File: src/rtl/nn_iter_controller_if.sv
// Handshake and control bundle between the iterative NN controller and its host/datapath.
// Latency: none; this is a plain signal bundle.
// Backpressure: none; start/abort are level inputs, done is a single-cycle pulse.
// Ports (slave = controller side):
//   start, complete, abort     host/datapath -> controller
//   sel, en0..en3              controller -> datapath mux select and register enables
//   done, busy, timeout        controller -> host status
//   iter_count [ITER_W]        controller -> host, UPDATE count of the current/last run
interface nn_iter_controller_if #(
  parameter int ITER_W = 8
);
  logic              start;
  logic              complete;
  logic              abort;
  logic              sel;
  logic              en0;
  logic              en1;
  logic              en2;
  logic              en3;
  logic              done;
  logic              busy;
  logic              timeout;
  logic [ITER_W-1:0] iter_count;

  // Host/datapath side: drives the requests and consumes the enables/status.
  modport master (
    output start, complete, abort,
    input  sel, en0, en1, en2, en3, done, busy, timeout, iter_count
  );

  // Controller side.
  modport slave (
    input  start, complete, abort,
    output sel, en0, en1, en2, en3, done, busy, timeout, iter_count
  );
endinterface

File: src/rtl/nn_iter_controller.sv
// Moore FSM sequencing LOAD/INIT/COMPUTE/WAIT/UPDATE for iterative NN datapaths (e.g. MaxNet).
// Latency: start -> LOAD next cycle; each iteration costs 2+PIPE_LAT cycles; done one cycle after last UPDATE.
// Backpressure: none; abort in any busy state (except DONE) returns to IDLE on the next edge.
// Ports: clk, rst_n (async active-low), bus (slave modport of nn_iter_controller_if).
module nn_iter_controller #(
  parameter int ITER_W   = 8,
  parameter int MAX_ITER = 255,
  parameter int PIPE_LAT = 1
) (
  input  logic               clk,
  input  logic               rst_n,
  nn_iter_controller_if.slave bus
);

  typedef enum logic [2:0] {
    S_IDLE,
    S_LOAD,
    S_INIT,
    S_COMPUTE,
    S_WAIT,
    S_UPDATE,
    S_DONE
  } state_t;

  localparam logic [ITER_W-1:0] MAX_ITER_C = ITER_W'(MAX_ITER);
  // Counter is loaded with PIPE_LAT-1 so that WAIT spans exactly PIPE_LAT cycles.
  localparam logic [3:0]        WAIT_INIT  = (PIPE_LAT > 0) ? 4'(PIPE_LAT - 1) : 4'd0;

  state_t            state;
  logic [3:0]        wait_cnt;
  logic [ITER_W-1:0] iter_count;
  logic              timeout;
  logic [ITER_W-1:0] iter_next;

  assign iter_next = iter_count + 1'b1;

  always_ff @(posedge clk or negedge rst_n) begin
    if (!rst_n) begin
      state      <= S_IDLE;
      iter_count <= '0;
      timeout    <= 1'b0;
      wait_cnt   <= '0;
    end else begin
      case (state)
        S_IDLE: begin
          if (bus.start) begin
            state      <= S_LOAD;
            // Cleared on entry to LOAD so the last run's result stays visible until relaunch.
            iter_count <= '0;
            timeout    <= 1'b0;
          end
        end
        S_LOAD: begin
          state <= bus.abort ? S_IDLE : S_INIT;
        end
        S_INIT: begin
          state <= bus.abort ? S_IDLE : S_COMPUTE;
        end
        S_COMPUTE: begin
          if (bus.abort) begin
            state <= S_IDLE;
          end else if (PIPE_LAT > 0) begin
            state    <= S_WAIT;
            wait_cnt <= WAIT_INIT;
          end else begin
            state <= S_UPDATE;
          end
        end
        S_WAIT: begin
          if (bus.abort) begin
            state <= S_IDLE;
          end else if (wait_cnt == 4'd0) begin
            state <= S_UPDATE;
          end else begin
            wait_cnt <= wait_cnt - 4'd1;
          end
        end
        S_UPDATE: begin
          // abort outranks both convergence and the iteration limit; count holds on abort.
          if (bus.abort) begin
            state <= S_IDLE;
          end else begin
            iter_count <= iter_next;
            if (bus.complete) begin
              state <= S_DONE;
            end else if (iter_next == MAX_ITER_C) begin
              state   <= S_DONE;
              timeout <= 1'b1;
            end else begin
              state <= S_COMPUTE;
            end
          end
        end
        S_DONE: begin
          state <= S_IDLE;
        end
        default: begin
          state <= S_IDLE;
        end
      endcase
    end
  end

  // Moore decode: outputs depend on state only.
  logic sel_d, en0_d, en1_d, en2_d, en3_d, done_d, busy_d;

  always_comb begin
    sel_d  = 1'b0;
    en0_d  = 1'b0;
    en1_d  = 1'b0;
    en2_d  = 1'b0;
    en3_d  = 1'b0;
    done_d = 1'b0;
    busy_d = (state != S_IDLE);
    case (state)
      S_LOAD:    en0_d = 1'b1;
      S_INIT: begin
        sel_d = 1'b1;
        en1_d = 1'b1;
      end
      S_COMPUTE: en2_d = 1'b1;
      S_UPDATE: begin
        en1_d = 1'b1;
        en3_d = 1'b1;
      end
      S_DONE:    done_d = 1'b1;
      default: ;
    endcase
  end

  assign bus.sel        = sel_d;
  assign bus.en0        = en0_d;
  assign bus.en1        = en1_d;
  assign bus.en2        = en2_d;
  assign bus.en3        = en3_d;
  assign bus.done       = done_d;
  assign bus.busy       = busy_d;
  assign bus.timeout    = timeout;
  assign bus.iter_count = iter_count;

endmodule

File: src/flat_wrapper.sv
// flat-port wrapper written by rule: the top's interface ports become plain ports
module nn_iter_controller_flat 
#(
  parameter int ITER_W   = 8,
  parameter int MAX_ITER = 255,
  parameter int PIPE_LAT = 1
)
  (clk, rst_n, bus_start, bus_complete, bus_abort, bus_sel, bus_en0, bus_en1, bus_en2, bus_en3, bus_done, bus_busy, bus_timeout, bus_iter_count);
  nn_iter_controller_if #(.ITER_W(ITER_W)) bus_i ();
  input  logic clk;
  input  logic rst_n;
  input wire logic [$bits(bus_i.start)-1:0] bus_start;
  input wire logic [$bits(bus_i.complete)-1:0] bus_complete;
  input wire logic [$bits(bus_i.abort)-1:0] bus_abort;
  output wire logic [$bits(bus_i.sel)-1:0] bus_sel;
  output wire logic [$bits(bus_i.en0)-1:0] bus_en0;
  output wire logic [$bits(bus_i.en1)-1:0] bus_en1;
  output wire logic [$bits(bus_i.en2)-1:0] bus_en2;
  output wire logic [$bits(bus_i.en3)-1:0] bus_en3;
  output wire logic [$bits(bus_i.done)-1:0] bus_done;
  output wire logic [$bits(bus_i.busy)-1:0] bus_busy;
  output wire logic [$bits(bus_i.timeout)-1:0] bus_timeout;
  output wire logic [$bits(bus_i.iter_count)-1:0] bus_iter_count;
  assign bus_i.start = bus_start;
  assign bus_i.complete = bus_complete;
  assign bus_i.abort = bus_abort;
  assign bus_sel = bus_i.sel;
  assign bus_en0 = bus_i.en0;
  assign bus_en1 = bus_i.en1;
  assign bus_en2 = bus_i.en2;
  assign bus_en3 = bus_i.en3;
  assign bus_done = bus_i.done;
  assign bus_busy = bus_i.busy;
  assign bus_timeout = bus_i.timeout;
  assign bus_iter_count = bus_i.iter_count;
  nn_iter_controller #(.ITER_W(ITER_W), .MAX_ITER(MAX_ITER), .PIPE_LAT(PIPE_LAT)) u_core (.clk(clk), .rst_n(rst_n), .bus(bus_i));
endmodule
File: config.mk
export PLATFORM = sky130hd
export DESIGN_NAME = nn_iter_controller_flat
export DESIGN_NICKNAME = d
export VERILOG_FILES = /design/src/rtl/nn_iter_controller_if.sv /design/src/rtl/nn_iter_controller.sv /design/src/flat_wrapper.sv
export SDC_FILE = /design/constraint.sdc
export NUM_CORES = 1
export LEC_CHECK = 0
export CAP_MARGIN = 20
export CORE_MARGIN = 2
export CORE_UTILIZATION = 45
export CTS_CLUSTER_DIAMETER = 200
export DETAILED_ROUTE_END_ITERATION = 8
export HOLD_SLACK_MARGIN = 0.1
export PLACE_DENSITY = 0.75
export REMOVE_ABC_BUFFERS = 1
export SYNTH_ARGS = -nofsm -noshare
export SYNTH_HDL_FRONTEND = slang
export SYNTH_SLANG_ARGS = --single-unit
File: constraint.sdc
create_clock -name clk -period 1.5 [get_ports clk]
set_input_delay 0.225 -clock clk [delete_from_list [all_inputs] [get_ports clk]]
set_output_delay 0.225 -clock clk [all_outputs]
set_load 0.05 [all_outputs]
# Word-level counts from Yosys, hierarchy flattened
# Cells that the tools add are included.
# totals
regBits,16
input_bits,5
out_inout_bits,16
word_cells,59
# op_classes
addsub,2
eq_ne,15
n_mux,28
n_reduce_logical,10
# ops
op,count
$mux W3,7
$pmux W3 S6,1
$mux W8,2
$pmux W8 S2,1
$mux W4,3
$ne A2 B2 Y1 const B,6
$mux W1,10
$eq A3 B3 Y1 const B,3
$add A8 B1 Y8 const B,1
$eq A8 B8 Y1 const B,1
$pmux W4 S2,1
$eq A3 B2 Y1 const B,2
$reduce_and A5 Y1,1
$logic_not A4 Y1,1
$mux W2,2
$reduce_and A4 Y1,1
$reduce_bool A2 Y1,2
$sub A4 B1 Y4 const B,1
$eq A3 B1 Y1 const B,1
$logic_not A3 Y1,1
$ne A3 B2 Y1 const B,1
$reduce_and A3 Y1,1
$reduce_bool A3 Y1,1
$ne A2 B1 Y1 const B,1
3 further kinds,3

# Depth between registers and ports, before layout
# depth
depth_word,6
mapped_depth,7
mapped_depth_nobuf,6

# Worst setup path after synthesis
# OpenSTA, ideal clock, no wires.
# synth_timing
path_kind,register -> register
startpoint,"reg u_core.iter_count[0], in the netlist u_core.bus.iter_count[0]"
endpoint,"reg u_core.timeout, in the netlist u_core.bus.timeout"
setup_time_ps,67
arrival_time_ps,1888
t_required_ps,1433
slack_ps,-455
stages_incl_launch_ff,7
path_buffers,0
synth_period_minus_slack_ps,1955
path_cell_list,dfrtp_1 > ha_1 > nand3_1 > xor2_1 > nand3b_4 > nor4_4 > a22o_1
# synth_between
elab_chain_len,4
# synth_rtl
item,line,source
start: declaration,nn_iter_controller.sv:31,logic [ITER_W-1:0] iter_count;
start signal: assignment,nn_iter_controller.sv:83,iter_count <= iter_next;
$add A8 B1 Y8,nn_iter_controller.sv:35,assign iter_next = iter_count + 1'b1;
$eq A8 B8 Y1,nn_iter_controller.sv:86,end else if (iter_next == MAX_ITER_C) begin
$ne A2 B1 Y1 (no source line),n/a,
$reduce_and A5 Y1 (no source line),n/a,
end signal: assignment,nn_iter_controller.sv:41,timeout <= 1'b0;
end signal: assignment,nn_iter_controller.sv:50,timeout <= 1'b0;
end signal: assignment,nn_iter_controller.sv:88,timeout <= 1'b1;
end: declaration,nn_iter_controller.sv:32,logic timeout;
# Every way passes these cells.
# A chain may end at the register's enable or synchronous reset.

# Worst setup path in the final report
# layout_timing
startpoint,"reg u_core.iter_count[0], in the netlist u_core.bus.iter_count[0]"
endpoint,reg u_core.state[2]
# layout_between
elab_chain_len,6
# layout_rtl
item,line,source
$add A8 B1 Y8,nn_iter_controller.sv:35,
$eq A8 B8 Y1,nn_iter_controller.sv:86,
$mux W3,nn_iter_controller.sv:86,
$mux W3,nn_iter_controller.sv:84,if (bus.complete) begin
$mux W3,nn_iter_controller.sv:80,if (bus.abort) begin
$pmux W3 S6,nn_iter_controller.sv:44,case (state)
end signal: assignment,nn_iter_controller.sv:54,state <= bus.abort ? S_IDLE : S_INIT;
end signal: assignment,nn_iter_controller.sv:57,state <= bus.abort ? S_IDLE : S_COMPUTE;
end: declaration,nn_iter_controller.sv:29,state_t state;
# Every way passes these cells.

==> results <==
- Cell internal power was estimated by the tool at 0.9250 mW.
- For the worst setup path, the data required time is 1.68 ns.
- The first global-routing pass estimated 4.850 mm of wire.
- The final number of max-transition violations came to 0.
- Summing every instance area after synthesis gives 1005 um^2.
- The synthesized design contains 16 register bits.
- The number of DRC violations after detailed-routing iteration 0 is 26.
- The flow ran to the end, but the final reports show violations.
- The residual antenna-violating net count after detailed routing is 0.
- The area enclosed by the die boundary is 2627 um^2.
- From synthesis to final layout, the design area changed by 80.57%.
- The sort of element at the end of the critical path is a register.
- The number of instances in the synthesized netlist is 111.
- The peak supply drop is 0.6539 mV.
- The final hold slack is 0.2550 ns.
- The fill cell total of the finished layout is 124.
- Entering global routing, the biggest net connects 17 pins.
- Setup repair after global routing could not meet its margin everywhere.
- Summing over every cut layer, the via total after detailed routing is 1,063.
- The final setup violation count is 12.
- The worst pin sits at a relative slew slack of 73.09%.
- During placement, the flow inserted port buffers numbering 20.
- The leakage component of the power is 0.8275 nW.
- The final reports fail on negative setup slack.
- The area of the core is 2170 um^2.
- The longest clock path from root to sink contains 2 buffers.
- The clock latency of the later-clocked register in the worst-skew pair is 0.28 ns.
- From bottom edge to top edge, the die measures 51.25 um.
- The initial utilization of the core area, before any placement, comes to 46.31%.
- The power spent charging and discharging nets is 0.5851 mW.
- The leading register cell type out of synthesis is dfrtp_1.
- In this run, the combinational gates consume 48.9% of the power.
- The path type of the worst min-delay path is in2async.
- The clock-pin transition on the worst setup and hold timing paths is 0.10 ns.
- The number of violations of the max-capacitance limit is 0.
- The path type of the worst setup path is reg2reg.
- After synthesis, the netlist uses 35 different library cells.
- The worst setup path is launched from a register.
- The root cell of the clock tree is clkbuf_4.
- The via count of the first global-routing pass is 1,084.
- The number of detailed-routing iterations run before antenna repair is 4.
- TritonCTS built the clock tree.
- The clock network fraction of total power is 15.2%.
- The number of buffers created by CTS is 3.
- Dividing the detail-routed via count by the number of cells gives 5.624.
- The number of antenna violations at the first check in global routing came to 0.
- Dividing the synthesized area by the synthesized cell count gives 9.051 um^2.
- In this run the number of H-tree levels came out at 1.
- The hold violation count in the final report is 0.
- The worst clock skew is 0.002884 ns.
- The final weighted congestion in routability-driven placement is 0.8814.
- The time the worst path needs with I/O delays and setup is 1.592 ns.
- For the worst setup path, the data arrival time is 1.77 ns.
- The transition time of the tightest slew-check pin is 0.4036 ns.
- The net count of the finished layout is 172.
- Registers take 404.1 um^2.
- Across every metal layer, demand over resource in global routing totals 24.91%.
- The number of standard-cell rows in the floorplan is 17.
- The post-detailed-route wirelength per cell is 17.94 um.
- Once routing completed, OpenROAD measured the worst setup slack at -0.09245 ns.
- The I/O pin total is 21.
- The wire-length estimate of the detail-placed layout is 1.934 mm.
- The combined area of the multi-input logic cells is 714.4 um^2.
- The worst-case reg-to-reg path depth is 6.
- The Yosys step of the flow raised 0 warnings.
- In this run the worst path has a maximum fanout of 4.
- The total overflow reported by the global router is 0.
- After detailed routing, the number of remaining DRC violations is 0.
- Counting flops with a built-in enable in the synthesized netlist gives 0.
- The worst path uses 106.2% of the clock period.
- The tree built by TritonCTS fans out to 16 sinks.
- The portion of the post-synthesis area used by sequential elements is 39.85%.
- The share of final-layout standard cells stronger than drive strength 1 is 56.52%.
- Of all flip-flops after synthesis, the portion carrying an async set or reset was 100.0%.
- The final layout contains routed wiring with a total length of 3.390 mm.
- The pre-CTS setup slack is -0.07533 ns.
- The fmax is 628.0 MHz.
- The chip width is 51.25 um.
- The count of antenna diodes in the layout is 0.
- The sequential group share of total power is 35.9%.
- The power per standard cell area is 832.4 nW/um^2.
- The switching part of the total is 38.75%.
-- worst max-delay path: stages, from the launching register on --
cell and delay [ns]:
dfrtp_1 0.44, ha_4 0.21, nand3_2 0.10, xor2_1 0.21, nand3b_4 0.19, nor4_4 0.05, o31a_1 0.29
-- kinds of logic (layout without fill, tap and decap cells) --
kind of cell,count (synthesis),after routing,share of synthesized area (%)
buf+inv,13,63,5.230
fa+ha+maj,4,4,4.982
xor+xnor,4,4,3.488
compound gates,31,31,20.18
mux,1,1,0.9963
flops,16,16,39.85
simple gates,42,42,25.28
-- through the flow --
stage | utilization [%] | instances | total power [mW] | TNS (ns) | cell area [um^2]
after floorplan | - | 106 | 0.8962 | -1.435 | 982.2
after detailed placement | 67.19 | 168 | 1.159 | -0.2526 | 1458
after CTS | 74.16 | 178 | 1.451 | -0.1618 | 1609
final | 83.62 | 189 | 1.510 | -0.4127 | 1814
after global placement | 67.19 | 168 | 1.133 | 0 | 1458
after global routing | 83.62 | 189 | 1.591 | -1.467 | 1814
-- what timing repair did --
item | CTS | global route
setup endpoints to repair | 6 | 21
gates resized for setup | 23 | 33
hold buffers | 0 | 0
hold endpoints to repair | 0 | 0
buffers inserted | 7 | 11
pin swaps | 6 | 8
-- power by group through the flow --
stage / logic, mW / registers, mW / clock network (mW)
2_1_floorplan: 0.341 / 0.555 / 0
3_5_place_dp: 0.614 / 0.546 / 0
3_3_place_gp: 0.591 / 0.542 / 0
5_1_grt: 0.794 / 0.551 / 0.246
6_report: 0.738 / 0.543 / 0.229
4_1_cts: 0.689 / 0.538 / 0.224
-- routing by layer --
metal | global-route usage (%) | up-vias | wire length (um)
met1 | 29.85 | 524 | 1327
met3 | 3.509 | 10 | 145
met5 | 0 | - | 0
met4 | 10.96 | 0 | 102
li1 | - | 495 | -
met2 | 44.16 | 34 | 1814
-- worst paths after layout --
check	start	end	slack [ns]
setup / recovery	u_core.bus.iter_count[0]	u_core.state[2]	-0.09
hold / removal	rst_n	u_core.wait_cnt[2]	0.26
setup reg to reg	u_core.bus.iter_count[0]	u_core.state[2]	-0.09
hold reg to reg	u_core.wait_cnt[3]	u_core.wait_cnt[3]	0.51
max in group asynchronous	rst_n	u_core.bus.iter_count[4]	1.05
min in group clk	u_core.wait_cnt[3]	u_core.wait_cnt[3]	0.51
-- cells in the final DEF, fill, tap and decap left out, drive strengths merged, types with 2 or more instances in the layout --
cell type,synthesis,final
inv,8,8
xor2,2,2
nand2b,3,3
nor2,8,8
a21oi,4,4
o31ai,6,6
nor2b,2,2
ha,4,4
o41ai,2,2
o21ai,12,12
clkbuf,2,3
a22o,2,2
xnor2,2,2
buf,3,48
nand2,11,11
nand3,5,5
nand3b,4,4
and3,2,2
clkdlybuf4s50,0,4
dfrtp,16,16
-- Yosys cell counts, drive strengths merged (3+ instances only) --
| cell | number | area [um^2] |
|---|---|---|
| nor2 | 8 | 32.54 |
| buf | 3 | 15.01 |
| o21ai | 12 | 60.06 |
| inv | 8 | 30.03 |
| o31ai | 6 | 45.04 |
| a21oi | 4 | 20.02 |
| nand3 | 5 | 25.02 |
| nand2 | 11 | 41.29 |
| nand2b | 3 | 26.27 |
| ha | 4 | 50.05 |
| nand3b | 4 | 42.54 |
| dfrtp | 16 | 400.4 |
-- state kept, by name, summed over array words and instances, names as in the netlist --
| name | flops |
|---|---|
| u_core.bus.timeout | 1 |
| u_core.state | 3 |
| u_core.bus.iter_count | 8 |
| u_core.wait_cnt | 4 |
-- final cells by class --
cell class | instances | area share, %
clock buffers | 3 | 1.241
flip-flops and latches | 16 | 22.28
inverters | 8 | 1.793
repair buffers | 52 | 33.38
multi-input cells | 82 | 39.38
well taps | 28 | 1.931
Power figures use the tool's default switching activity.
